<file path="src/rtl/fpu_split_ctl.sv">
// Control glue for a split high/low FPU: per-port op tracking pipeline, XADD chain
// generation, FUS selection, retire merging with collision detection and retire counting.
module fpu_split_ctl #(
   parameter int NPORT = 3,
   parameter int LAT = 4,
   parameter int OPW = 21,
   parameter int RETW = 14,
   parameter int FUSW = 6,
   parameter logic [7:0] CMPDH_OP = 8'h4C,
   parameter int CNTW = 16
) (
   input  logic                    clk,
   input  logic                    rst,
   input  logic [NPORT-1:0]        in_en,
   input  logic [NPORT*OPW-1:0]    in_op,
   input  logic [NPORT-1:0]        in_xadd,
   input  logic                    stall,
   input  logic                    flush,
   output logic [NPORT-1:0]        xadd_chain,
   input  logic [NPORT*FUSW-1:0]   fus_hi,
   input  logic [NPORT*FUSW-1:0]   fus_lo,
   output logic [NPORT*FUSW-1:0]   fus_out,
   input  logic [NPORT*RETW-1:0]   ret_hi,
   input  logic [NPORT-1:0]        ret_en_hi,
   input  logic [NPORT*RETW-1:0]   ret_lo,
   input  logic [NPORT-1:0]        ret_en_lo,
   output logic [NPORT*RETW-1:0]   ret_out,
   output logic [NPORT-1:0]        ret_en_out,
   input  logic                    err_clr,
   output logic [NPORT-1:0]        err,
   output logic [NPORT*CNTW-1:0]   ret_cnt,
   output logic                    busy
);

   logic [NPORT*LAT-1:0] vld_all;

   assign busy = |vld_all;

   for (genvar p = 0; p < NPORT; p++) begin : g_port
      // Index 0 is stage s1, index LAT-1 is stage sLAT.
      logic [LAT-1:0] vld;
      logic [LAT-1:0] xadd;
      logic [OPW-1:0] op [LAT];
      logic [RETW-1:0] ret_q;
      logic            ret_en_q;
      logic            err_q;
      logic [CNTW-1:0] cnt_q;

      always_ff @(posedge clk) begin
         if (rst) begin
            vld  <= '0;
            xadd <= '0;
            for (int k = 0; k < LAT; k++) op[k] <= '0;
         end else if (flush) begin
            vld <= '0;
         end else if (!stall) begin
            vld    <= {vld[LAT-2:0], in_en[p]};
            xadd   <= {xadd[LAT-2:0], in_xadd[p]};
            op[0]  <= in_op[p*OPW +: OPW];
            for (int k = 1; k < LAT; k++) op[k] <= op[k-1];
         end
      end

      // Retire merge ignores stall/flush: each half kills its own results.
      always_ff @(posedge clk) begin
         if (rst) begin
            ret_q    <= '0;
            ret_en_q <= 1'b0;
            err_q    <= 1'b0;
            cnt_q    <= '0;
         end else begin
            ret_en_q <= ret_en_hi[p] | ret_en_lo[p];
            ret_q    <= (ret_hi[p*RETW +: RETW] & {RETW{ret_en_hi[p]}})
                      | (ret_lo[p*RETW +: RETW] & {RETW{ret_en_lo[p]}});
            if (ret_en_hi[p] && ret_en_lo[p]) err_q <= 1'b1;
            else if (err_clr)                 err_q <= 1'b0;
            if (ret_en_q) cnt_q <= cnt_q + 1'b1;
         end
      end

      assign vld_all[p*LAT +: LAT]   = vld;
      assign xadd_chain[p]           = vld[LAT-2] & ~xadd[LAT-2] & op[LAT-2][10];
      assign fus_out[p*FUSW +: FUSW] = (vld[LAT-1] && (op[LAT-1][7:0] == CMPDH_OP))
                                       ? fus_hi[p*FUSW +: FUSW] : fus_lo[p*FUSW +: FUSW];
      assign ret_out[p*RETW +: RETW] = ret_q;
      assign ret_en_out[p]           = ret_en_q;
      assign err[p]                  = err_q;
      assign ret_cnt[p*CNTW +: CNTW] = cnt_q;
   end

endmodule
</file>
<file path="config.mk">
export PLATFORM = sky130hd
export DESIGN_NAME = fpu_split_ctl
export DESIGN_NICKNAME = d
export VERILOG_FILES = /design/src/rtl/fpu_split_ctl.sv
export SDC_FILE = /design/constraint.sdc
export NUM_CORES = 1
export LEC_CHECK = 0
export CORE_MARGIN = 2
export CORE_UTILIZATION = 40
export CTS_BUF_LIST = sky130_fd_sc_hd__clkbuf_16
export DETAILED_ROUTE_END_ITERATION = 7
export GPL_ROUTABILITY_DRIVEN = 0
export PLACE_DENSITY = 0.73
export SLEW_MARGIN = 25
export SYNTH_ARGS = -nofsm -noshare
export SYNTH_HDL_FRONTEND = slang
export SYNTH_SLANG_ARGS = --single-unit
</file>
<file path="constraint.sdc">
create_clock -name clk -period 5.2 [get_ports clk]
set_clock_uncertainty 0.2 [all_clocks]
set_input_delay 1.04 -clock clk [delete_from_list [all_inputs] [get_ports clk]]
set_output_delay 1.04 -clock clk [all_outputs]
set_load 0.02 [all_outputs]
</file>
# Yosys cells after proc, flatten, opt, wreduce, memory -nomap -nowiden
# Memories as Yosys holds them, arrays and structs flattened.
# Cells that the tools add are included.
[op_classes]
mux = 25
n_reduce_logical = 12
eq_ne = 3
bitwise = 35
add_sub_neg = 3
[ops]
columns = ["operator", "n"]
rows = [
  ["two-way mux 21 bit", 12],
  ["AND 14 bit", 6],
  ["adder 16 x 1 -> 16 bit, second input constant", 3],
  ["bitwise OR 14 bit", 3],
  ["== test 8 x 7 -> 1 bit, second input constant", 3],
  ["two-way mux 6 bit", 3],
  ["bitwise OR 1 bit", 15],
  ["OR reduction 12 bit", 1],
  ["two-way mux 1 bit", 10],
  ["AND 1 bit", 6],
  ["logical AND 1 bit", 6],
  ["nonzero test 2 bit", 3],
  ["NOT 1 bit", 5],
  ["AND reduction 2 bit", 1],
  ["OR reduction 2 bit", 1],
]
[word_totals]
word_cells = 99
mem_count = 3
mem_bits_rw = 252
regBits = 117
[mem_list]
columns = ["name", "words", "word_bits", "rd", "rd_clocked_by_memory_dff", "write_ports", "line_no", "rtl"]
rows = [
  ["g_port[0].op", 4, 21, 4, 0, 4, "43", "logic [OPW-1:0] op [LAT];"],
  ["g_port[1].op", 4, 21, 4, 0, 4, "43", ""],
  ["g_port[2].op", 4, 21, 4, 0, 4, "43", ""],
]

# Logic depth before layout (Yosys ltp)
[logic_depth]
word_depth = 5
ltp_mapped = 5

# Worst setup path after synthesis
# No wires, ideal clock.
[synth_timing]
path_type = "input port to flip-flop"
from = "input stall"
to = "memory g_port[0].op[0][0], enable pin"
stages = 4
path_buffers = 1
setup_time_ns = 0.458
arrival_time_ns = 3.497
path_slack_ns = 1.045
cell_sequence = "clkbuf_1 -> nor2_1 -> nor2_1 -> inv_1"
[synth_lines]
columns = ["item", "line_no", "rtl"]
rows = [
  ["start, declared", "17", "input logic stall,"],
  ["end, declared", "43", ""],
]

==> impl_metrics.yaml <==
pwr:
  clkPwrFrac_pct: 42.7
  ir_drop_uv: 218
  p_switching_w: 0.000865
  switching_share_pct: 21.3
  power.density_nw_per_um2: 324
  power_leakage_nw: 4.66
  pwr-share-comb_pct: 9.4
  power_w: 0.00406
  power_report.internal_total_w: 0.00320
  p_seq_share_pct: 47.9
drt:
  routed-wl-met2_um: 9700
  vias: 6428
  m1WireLength_um: 8520
  drc: 0
  drtAntennaViolNets: 0
  drt_iter0_drc: 321
  dr_wl_met3_um: 1460
  routed_wirelength_um: 20300
  vias_per_cell: 4.94
  wl_per_cell_um: 15.6
  routed.top_layer: "met5"
  drtPass1Iterations: 4
yosys:
  seq_area_frac_synth_pct: 62.9
  synth.cell_area_um2: 8740
  syn_area_per_cell_um2: 11.7
  yosys_warnings: 0
  yosysMostFrequentCell: "dfxtp_1"
  synth_cell_types: 35
  synth.top_cells.by_count: "dfxtp_1, and2_1, edfxtp_1"
  synth-seq-cells: 222
  synth_top_area_share_pct: 36.1
  syn-num-nets: 948
  synth_top_area_cell: "edfxtp_1"
  synth_area_leaders: "edfxtp_1, dfxtp_1, and2_1"
  syn_inst: 745
  synth_edf_count: 105
  async_reset_ff_share_pct: 0
  synth_top_flop_cell: "dfxtp_1"
sta:
  fmax_mhz: 258
  period_share_pct: 74.4
  setup_viol: 0
  final-hold-violation-count: 0
  worst_pin_slew_ns: 1.00
  setup-tns-final_ns: 0
  finalCriticalPeriod_ns: 3.87
  slew_headroom_pct: 33.0
  final-max-slew-violation-count: 0
  rsz0062_at_grt: "false"
floorplan:
  io_pins: 318
  num_rows: 54
  initial_core_util_pct: 40.4
  die_h_um: 152
  die_x_um: 152
  core-area_um2: 21600
  dieArea_um2: 23000
clocking:
  cts_tree: "built"
  cts_root_buf: "clkbuf_16"
  cts.sinks: 222
  clockBufferDepth: 3
  clock_latency_ns: 0.50
  cts_resized: 0
  cts_buffers: 25
  cts_setup_buffers: 0
  cts.htree.levels: 1
  path_clk_slew_ns: 0.06
  postCtsHoldBufs: 0
place:
  dpl.hpwl_um: 14200
  io_buffers: 281
critical_path:
  crit_fanout: 6
  path_class: "reg -> out"
  cp-end-kind: "output pin"
  crit_arrival_ns: 2.63
  cp.required_ns: 3.96
  critPathLaunchType: "flip-flop"
flow_run:
  cap_violations: 0
global_route:
  grt_usage_pct: 17.1
  antenna_found_initial: 1
  overflow: 0
  grt_pass1_wl_um: 32500
  grt_max_degree: 106
  first_global_vias: 6309
layout:
  n_antenna_cell: 0
  syn_to_final_growth_pct: 43.4
  fill_cells: 1807
  layout-drive-gt1-share_pct: 7.44
  nets: 1207
status:
  status: "completed"
worst_hold_path:
  hp-class: "reg -> reg"
## sequential cells by signal, indices dropped and copies added (netlist names)
signal           flops
g_port.cnt_q        48
g_port.err_q         3
g_port.op          105
g_port.ret_en_q      3
g_port.ret_q        42
g_port.vld          12
g_port.xadd          9
## layer usage
layer / vias up / global-route usage [%]
li1: 3170 / -
met1: 3008 / 22.1
met2: 199 / 27.6
met3: 49 / 4.65
met4: 2 / 6.36
met5: - / 0
## power groups by stage
stage	Clock, W	Sequential, W	Combinational, W
after floorplan	0	0.00201	0.000134
after global placement	0	0.00198	0.000378
after detailed placement	0	0.00198	0.000383
after CTS	0.00178	0.00195	0.000386
after global routing	0.00185	0.00195	0.000411
final	0.00174	0.00195	0.000381
## cells by family (layout without fill, tap and decap cells)
kind of cell	after synthesis	after routing	synth area share, %
AO/OA/AOI/OAI	90	90	7.17
XOR/XNOR	12	12	1.20
adder cells (fa/ha/maj)	3	3	0.430
buffers and inverters	61	337	2.98
flip-flops	222	222	62.9
multiplexers	48	48	5.97
AND/OR/NAND/NOR	309	309	19.4
## metrics by stage
stage / hold slack [ns] / instances / utilization (%) / area, um^2 / setup WS (ns)
final: 0.264 / 1301 / 58.0 / 12500 / 1.33
after CTS: 0.268 / 1301 / 58.0 / 12500 / 1.25
after global routing: 0.288 / 1301 / 58.0 / 12500 / 1.06
after detailed placement: 0.259 / 1257 / 54.2 / 11700 / 1.50
after global placement: 0.251 / 1257 / 54.2 / 11700 / 1.54
after floorplan: 0.242 / 745 / - / 8740 / 1.04
## final timing paths
path,end,cells after the start,slack (ns),startpoint
worst max register to register,g_port[2].cnt_q[11],3,3.10,g_port[2].cnt_q[3]
worst max-delay path,fus_out[3],4,1.33,g_port[0].op[3][5]
worst min register to register,g_port[0].xadd[1],1,0.26,g_port[0].xadd[0]
worst min-delay path,g_port[0].xadd[1],1,0.26,g_port[0].xadd[0]
## worst max-delay path: stages, from the launching register on
cell and delay, ns:
edfxtp_1 0.37, nor4b_1 0.33, nand4_1 0.46, mux2_2 0.43
clkdlybuf4s50_1 0.54
## layout by cell type, fill, tap and decap left out, drive strengths merged, types with 2 or more instances in the layout
cell type / instances
inv: 15
nand2: 17
nor4b: 2
buf: 4
clkbuf: 25
mux2: 33
a21oi: 18
edfxtp: 105
ha: 3
a22oi: 45
nor3b: 2
or3: 6
nor2: 98
a22o: 9
nand3: 11
clkdlybuf4s50: 280
clkinv: 8
dfxtp: 117
nor2b: 15
bufinv: 4
o21ai: 6
mux2i: 15
or4: 13
and2: 105
nor4: 18
o31ai: 12
nand4: 18
xnor2: 3
xor2: 9
## layout make-up
type / instances / area [um^2] / share of cell area [%]
inverter: 9 / 36.3 / 0.289
tap: 280 / 350 / 2.79
sequential: 222 / 5500 / 43.8
timing repair buffer: 284 / 2860 / 22.8
clock buffer: 25 / 626 / 4.99
clock inverter: 19 / 188 / 1.50
multi-input combinational: 462 / 2980 / 23.8
No activity file was read; power rests on OpenSTA's default activity.
